### src/rtl/chan_dump_if.sv
// Dump engine bus: command inputs, shared capture-RAM read port,
// and the UART byte handshake.
interface chan_dump_if #(
    parameter int LOG2 = 9
);
    logic            dump_start;
    logic [2:0]      dump_chan;
    logic [LOG2-1:0] start_addr;
    logic [LOG2-1:0] ram_addr;
    logic            ram_rd;
    logic [7:0]      ch1_rdata;
    logic [7:0]      ch2_rdata;
    logic [7:0]      ch3_rdata;
    logic [7:0]      ch4_rdata;
    logic [7:0]      ch5_rdata;
    logic [7:0]      tx_data;
    logic            send_resp;
    logic            resp_sent;
    logic            busy;
    logic            dump_done;

    modport master (
        input  dump_start,
        input  dump_chan,
        input  start_addr,
        output ram_addr,
        output ram_rd,
        input  ch1_rdata,
        input  ch2_rdata,
        input  ch3_rdata,
        input  ch4_rdata,
        input  ch5_rdata,
        output tx_data,
        output send_resp,
        input  resp_sent,
        output busy,
        output dump_done
    );

    modport slave (
        output dump_start,
        output dump_chan,
        output start_addr,
        input  ram_addr,
        input  ram_rd,
        output ch1_rdata,
        output ch2_rdata,
        output ch3_rdata,
        output ch4_rdata,
        output ch5_rdata,
        input  tx_data,
        input  send_resp,
        output resp_sent,
        input  busy,
        input  dump_done
    );
endinterface

### src/rtl/chan_dump_ctrl.sv
// Channel dump engine: streams one capture RAM, oldest sample
// first, to the UART transmitter one byte per handshake.
module chan_dump_ctrl #(
    parameter int ENTRIES = 384,
    parameter int LOG2    = 9
) (
    input  logic          clk,
    input  logic          rst,
    chan_dump_if.master   bus
);
    typedef enum logic [2:0] {
        S_IDLE,
        S_RD,
        S_LD,
        S_SEND,
        S_WAIT,
        S_DONE
    } state_t;

    localparam logic [LOG2-1:0] LAST = LOG2'(ENTRIES - 1);
    localparam logic [LOG2:0]   ENT  = (LOG2 + 1)'(ENTRIES);

    state_t          r_state;
    state_t          w_next;
    logic [2:0]      r_chan;
    logic [LOG2-1:0] r_addr;
    logic [LOG2-1:0] r_cnt;
    logic [7:0]      r_tx;
    logic            r_busy;
    logic [7:0]      w_rdata;
    logic            w_chan_ok;
    logic            w_addr_ok;

    assign w_chan_ok = (bus.dump_chan <= 3'd4);
    assign w_addr_ok = ({1'b0, bus.start_addr} < ENT);

    always_comb begin
        w_rdata = 8'h00;
        unique case (r_chan)
            3'd0:    w_rdata = bus.ch1_rdata;
            3'd1:    w_rdata = bus.ch2_rdata;
            3'd2:    w_rdata = bus.ch3_rdata;
            3'd3:    w_rdata = bus.ch4_rdata;
            3'd4:    w_rdata = bus.ch5_rdata;
            default: w_rdata = 8'h00;
        endcase
    end

    always_ff @(posedge clk or posedge rst) begin
        if (rst) begin
            r_state <= S_IDLE;
        end else begin
            r_state <= w_next;
        end
    end

    // resp_sent is only honoured in WAIT, so a pulse coincident
    // with send_resp (state SEND) is dropped.
    always_comb begin
        w_next = r_state;
        unique case (r_state)
            S_IDLE: begin
                if (bus.dump_start) begin
                    w_next = w_chan_ok ? S_RD : S_SEND;
                end
            end
            S_RD:   w_next = S_LD;
            S_LD:   w_next = S_SEND;
            S_SEND: w_next = S_WAIT;
            S_WAIT: begin
                if (bus.resp_sent) begin
                    w_next = (r_cnt == LAST) ? S_DONE : S_RD;
                end
            end
            S_DONE:  w_next = S_IDLE;
            default: w_next = S_IDLE;
        endcase
    end

    always_ff @(posedge clk or posedge rst) begin
        if (rst) begin
            r_chan <= 3'd0;
            r_addr <= '0;
            r_cnt  <= '0;
            r_tx   <= 8'h00;
            r_busy <= 1'b0;
        end else begin
            unique case (r_state)
                S_IDLE: begin
                    if (bus.dump_start) begin
                        r_busy <= 1'b1;
                        if (w_chan_ok) begin
                            r_chan <= bus.dump_chan;
                            r_addr <= w_addr_ok ?
                                      bus.start_addr : '0;
                            r_cnt  <= '0;
                        end else begin
                            // bad channel: one error byte, then done
                            r_tx  <= 8'hEE;
                            r_cnt <= LAST;
                        end
                    end
                end
                S_LD: r_tx <= w_rdata;
                S_WAIT: begin
                    if (bus.resp_sent && (r_cnt != LAST)) begin
                        r_cnt  <= r_cnt + 1'b1;
                        r_addr <= (r_addr == LAST) ?
                                  '0 : r_addr + 1'b1;
                    end
                end
                S_DONE:  r_busy <= 1'b0;
                default: ;
            endcase
        end
    end

    assign bus.ram_addr  = r_addr;
    assign bus.ram_rd    = (r_state == S_RD);
    assign bus.tx_data   = r_tx;
    assign bus.send_resp = (r_state == S_SEND);
    assign bus.busy      = r_busy;
    assign bus.dump_done = (r_state == S_DONE);
endmodule

### src/flat_wrapper.sv
// flat-port wrapper written by rule: the top's interface ports become plain ports
module chan_dump_ctrl_flat 
#(
    parameter int ENTRIES = 384,
    parameter int LOG2    = 9
)
  (clk, rst, bus_dump_start, bus_dump_chan, bus_start_addr, bus_ram_addr, bus_ram_rd, bus_ch1_rdata, bus_ch2_rdata, bus_ch3_rdata, bus_ch4_rdata, bus_ch5_rdata, bus_tx_data, bus_send_resp, bus_resp_sent, bus_busy, bus_dump_done);
  chan_dump_if #(.LOG2(LOG2)) bus_i ();
  input  logic clk;
  input  logic rst;
  input wire logic [$bits(bus_i.dump_start)-1:0] bus_dump_start;
  input wire logic [$bits(bus_i.dump_chan)-1:0] bus_dump_chan;
  input wire logic [$bits(bus_i.start_addr)-1:0] bus_start_addr;
  output wire logic [$bits(bus_i.ram_addr)-1:0] bus_ram_addr;
  output wire logic [$bits(bus_i.ram_rd)-1:0] bus_ram_rd;
  input wire logic [$bits(bus_i.ch1_rdata)-1:0] bus_ch1_rdata;
  input wire logic [$bits(bus_i.ch2_rdata)-1:0] bus_ch2_rdata;
  input wire logic [$bits(bus_i.ch3_rdata)-1:0] bus_ch3_rdata;
  input wire logic [$bits(bus_i.ch4_rdata)-1:0] bus_ch4_rdata;
  input wire logic [$bits(bus_i.ch5_rdata)-1:0] bus_ch5_rdata;
  output wire logic [$bits(bus_i.tx_data)-1:0] bus_tx_data;
  output wire logic [$bits(bus_i.send_resp)-1:0] bus_send_resp;
  input wire logic [$bits(bus_i.resp_sent)-1:0] bus_resp_sent;
  output wire logic [$bits(bus_i.busy)-1:0] bus_busy;
  output wire logic [$bits(bus_i.dump_done)-1:0] bus_dump_done;
  assign bus_i.dump_start = bus_dump_start;
  assign bus_i.dump_chan = bus_dump_chan;
  assign bus_i.start_addr = bus_start_addr;
  assign bus_ram_addr = bus_i.ram_addr;
  assign bus_ram_rd = bus_i.ram_rd;
  assign bus_i.ch1_rdata = bus_ch1_rdata;
  assign bus_i.ch2_rdata = bus_ch2_rdata;
  assign bus_i.ch3_rdata = bus_ch3_rdata;
  assign bus_i.ch4_rdata = bus_ch4_rdata;
  assign bus_i.ch5_rdata = bus_ch5_rdata;
  assign bus_tx_data = bus_i.tx_data;
  assign bus_send_resp = bus_i.send_resp;
  assign bus_i.resp_sent = bus_resp_sent;
  assign bus_busy = bus_i.busy;
  assign bus_dump_done = bus_i.dump_done;
  chan_dump_ctrl #(.ENTRIES(ENTRIES), .LOG2(LOG2)) u_core (.clk(clk), .rst(rst), .bus(bus_i));
endmodule
### config.mk
export PLATFORM = sky130hd
export DESIGN_NAME = chan_dump_ctrl_flat
export DESIGN_NICKNAME = d
export VERILOG_FILES = /design/src/rtl/chan_dump_if.sv /design/src/rtl/chan_dump_ctrl.sv /design/src/flat_wrapper.sv
export SDC_FILE = /design/constraint.sdc
export NUM_CORES = 1
export LEC_CHECK = 0
export BUFFER_PORTS_ARGS = -buffer_cell sky130_fd_sc_hd__buf_2
export CAP_MARGIN = 15
export CORE_ASPECT_RATIO = 1.1
export CORE_MARGIN = 4
export CORE_UTILIZATION = 40
export CTS_CLUSTER_SIZE = 16
export DETAILED_ROUTE_END_ITERATION = 8
export PLACE_DENSITY_LB_ADDON = 0.2
export SLEW_MARGIN = 40
export SYNTH_ARGS = -nofsm -noshare
export SYNTH_HDL_FRONTEND = slang
export SYNTH_SLANG_ARGS = --single-unit
### constraint.sdc
create_clock -name clk -period 2.3 [get_ports clk]
set_clock_uncertainty 0.05 [all_clocks]
set_input_delay 0.46 -clock clk [delete_from_list [all_inputs] [get_ports clk]]
set_output_delay 0.46 -clock clk [all_outputs]
set_load 0.01 [all_outputs]
==> flow_summary_export.csv <==
group,metric,value,unit
clock_tree,ctsLongestPathBuffers,2,
worst_setup_path,critical_path.top_delay_family,"compound AO/OA/AOI/OAI gates",
grt,grt_pass1_vias,2008,
worst_setup_path,cp_slowest_cell,"o311ai_4",
clock_tree,cts_hold_buf,0,
placed_design,dp_hpwl,4.44,mm
worst_setup_path,cp_cell_sequence,"ha_1, nand3_1, o311ai_4, nand2_1, o221a_2",
floorplan,fp.dieH,85.3,um
sta,finalCritPeriodShare,90.0,%
flow_run,maxCapViolCount,0,
sta,fmax,0.483,GHz
floorplan,core-area,0.00513,mm2
sta,rsz0062_at_grt,"false",
synthesis,synth_adder_area_share,1.15,%
route,wl_per_cell,15.3,um
pwr,power-per-cell-area,1180,mW/mm2
grt,grt_remaining_overflow,0,
sta,fin_tns_setup,0,ns
synthesis,synth_top_area_share,38.0,%
synthesis,synth-xor-area-share,0,%
clock_tree,cts_tree,"built",
sta,slew_viol_final,0,
synthesis,synthesis.area,0.00217,mm2
placed_design,globalplace.congestion,0.783,
pwr,p_leak,1.27,nW
worst_setup_path,crit_arrival,2.19,ns
synthesis,async_flop_share,100,%
worst_hold_path,hold_class,"input port to asynchronous set/reset pin",
worst_setup_path,max_stage_delay,0.42,ns
pwr,ir_drop,0.551,mV
grt,grt_pass1_wl,9.47,mm
clock_tree,h-tree-depth,2,
clock_tree,cts_made_buffers,5,
synthesis,synthMuxAreaShare,6.28,%
synthesis,synth_seq_area_share,38.0,%
sta,slew_headroom,62.2,%
grt,antenna_found_initial,0,
placed_design,pre_cts_slack,0.262,ns
clock_tree,postCtsSetupBuffers,0,
worst_setup_path,crit_type,"register to register",
floorplan,die_x,78.3,um
synthesis,ys_top_cells_by_area,"dfrtp_1, nand2_1, o22ai_1",
synthesis,synthSimpleGateAreaFrac,22.0,%
worst_setup_path,critPathMaxFanout,8,
placed_design,io_buffers,76,
synthesis,synth_cell_types,57,
clock_tree,cts_resized,0,
route,avgViaCountPerCell,5.61,
clock_tree,clock_latency,0.29,ns
sta,setup_viol,0,
cells_and_area,layout_common_cells,"buf_2, dfrtp_1, nand2_1",
synthesis,syn_nets,286,
cells_and_area,post-route-util,53.4,%
synthesis,synth_top_family_by_area,"compound AO/OA/AOI/OAI gates",
grt,track_usage,17.4,%
synthesis,synth_edf_count,0,
route,wl,5.85,mm
synthesis,ys_ff_latch,33,
pwr,power,0.00323,W
synthesis,yosysTopAreaCell,"dfrtp_1",
worst_setup_path,required,2.42,ns
cells_and_area,final_nets,366,
cells_and_area,drive_gt1_share,34.3,%
sta,fin_crit,2.07,ns
worst_setup_path,critPathCaptureType,"register",
route,drtIter0Drc,111,
route,drc_errors,0,
synthesis,avgSynthCellArea,9.53,um2
worst_setup_path,cp.buffers_inverters,0,
cells_and_area,flow.area_growth_from_synthesis,26.2,%
synthesis,yosysWarningCount,0,
clock_tree,cts.sinks,33,
clock_tree,root_buffer,"clkbuf_8",
cells_and_area,final_common_cell,"buf_2",
clock_tree,path_clk_slew,0.07,ns
sta,hold_violations,0,
synthesis,synth_compound_area_share,28.0,%
route,vias,2137,
cells_and_area,n_antenna_cell,0,
floorplan,rows,27,
synthesis,synth_ff_type,"dfrtp_1",
worst_setup_path,cp-start-kind,"register",
grt,grt_max_degree,34,
route,route.antenna.remaining_nets,0,
outcome,status,"completed",
floorplan,start_util,42.3,%
floorplan,die-area,0.00667,mm2
route,dr.pass1.iters,4,
floorplan,io_pins,77,
synthesis,postSynthCellCount,228,
sta,fin_ws,0.230,ns
sta,tightestPinTransition,0.567,ns
where the power goes:
group          switching (W)  internal [W]  total, W  leakage, nW
combinational       0.000828      0.000804   0.00163        0.833
sequential          0.000331      0.000851   0.00118        0.398
clock               0.000204      0.000215  0.000419       0.0395
total                0.00136       0.00187   0.00323         1.27
Yosys cell counts (all sizes together) (2+ instances only):
master	number
a21oi	7
o22ai	12
and3b	2
a22oi	6
nor2b	6
nor3	4
inv	11
nand2b	3
and3	3
nor3b	4
a31oi	7
nand3	7
buf	8
a32oi	3
mux2i	5
a2bb2oi	3
o22a	2
o31ai	3
mux4	2
nand2	23
mux2	3
o21ai	6
a22o	3
or2	3
nand3b	3
clkbuf	5
ha	2
o32a	6
o21a	5
a211oi	2
o2bb2ai	3
dfrtp	33
a32o	3
nor2	14
worst reg2reg max path: stages (launching register included):
cell and delay [ns]:
dfrtp_1 0.41, ha_1 0.22, nand3_1 0.21, o311ai_4 0.42
nand2_1 0.30, o221a_2 0.34
flip-flops by register name, indices dropped and copies added (netlist names):
| name | flops |
|---|---|
| u_core.bus.tx_data | 8 |
| u_core.bus.ram_addr | 9 |
| u_core.bus.busy | 1 |
| u_core.r_state | 3 |
| u_core.r_chan | 3 |
| u_core.r_cnt | 9 |
logic make-up (layout without fill, tap and decap cells):
group | Yosys count | in the layout
multiplexers | 10 | 10
AND/OR/NAND/NOR | 80 | 80
adder cells (fa/ha/maj) | 2 | 2
flip-flops | 33 | 33
buffers and inverters | 24 | 105
AO/OA/AOI/OAI | 79 | 79
metrics by stage:
step	hold slack [ns]	area, um2	cells
6_report	0.213	2740	381
5_1_grt	0.240	2740	381
2_1_floorplan	0.459	2170	228
4_1_cts	0.220	2740	381
3_3_place_gp	0.429	2660	373
3_5_place_dp	0.435	2660	373
routing by layer:
layer	wire [um]	GRT usage, %	part of all wire, %	vias up
met4	63	4.45	1.1	0
met2	2690	29.6	46	71
met5	0	0	0	-
met3	451	5.10	7.7	7
met1	2640	21.6	45	1020
li1	-	-	-	1039
cell type report:
class                      instances  area, um2
clock buffer                       8       80.1
multi-input combinational        171       1250
inverter                          11       41.3
fill                             517       2390
timing repair buffer              86        455
tap                               72       90.1
sequential                        33        826
final timing paths:
kind                       slack, ns  depth (start not counted)             startpoint               endpoint
setup / recovery                0.23                          5        u_core.r_cnt[0]        u_core.r_cnt[5]
hold reg to reg                 0.45                          1  u_core.bus.tx_data[1]  u_core.bus.tx_data[1]
hold / removal                  0.21                          3                    rst        u_core.bus.busy
max in group asynchronous       1.68                          3                    rst        u_core.r_cnt[3]
min in group clk                0.33                          3       bus_dump_chan[0]       u_core.r_chan[0]
setup reg to reg                0.23                          5        u_core.r_cnt[0]        u_core.r_cnt[5]
Power figures use the tool's default switching activity.
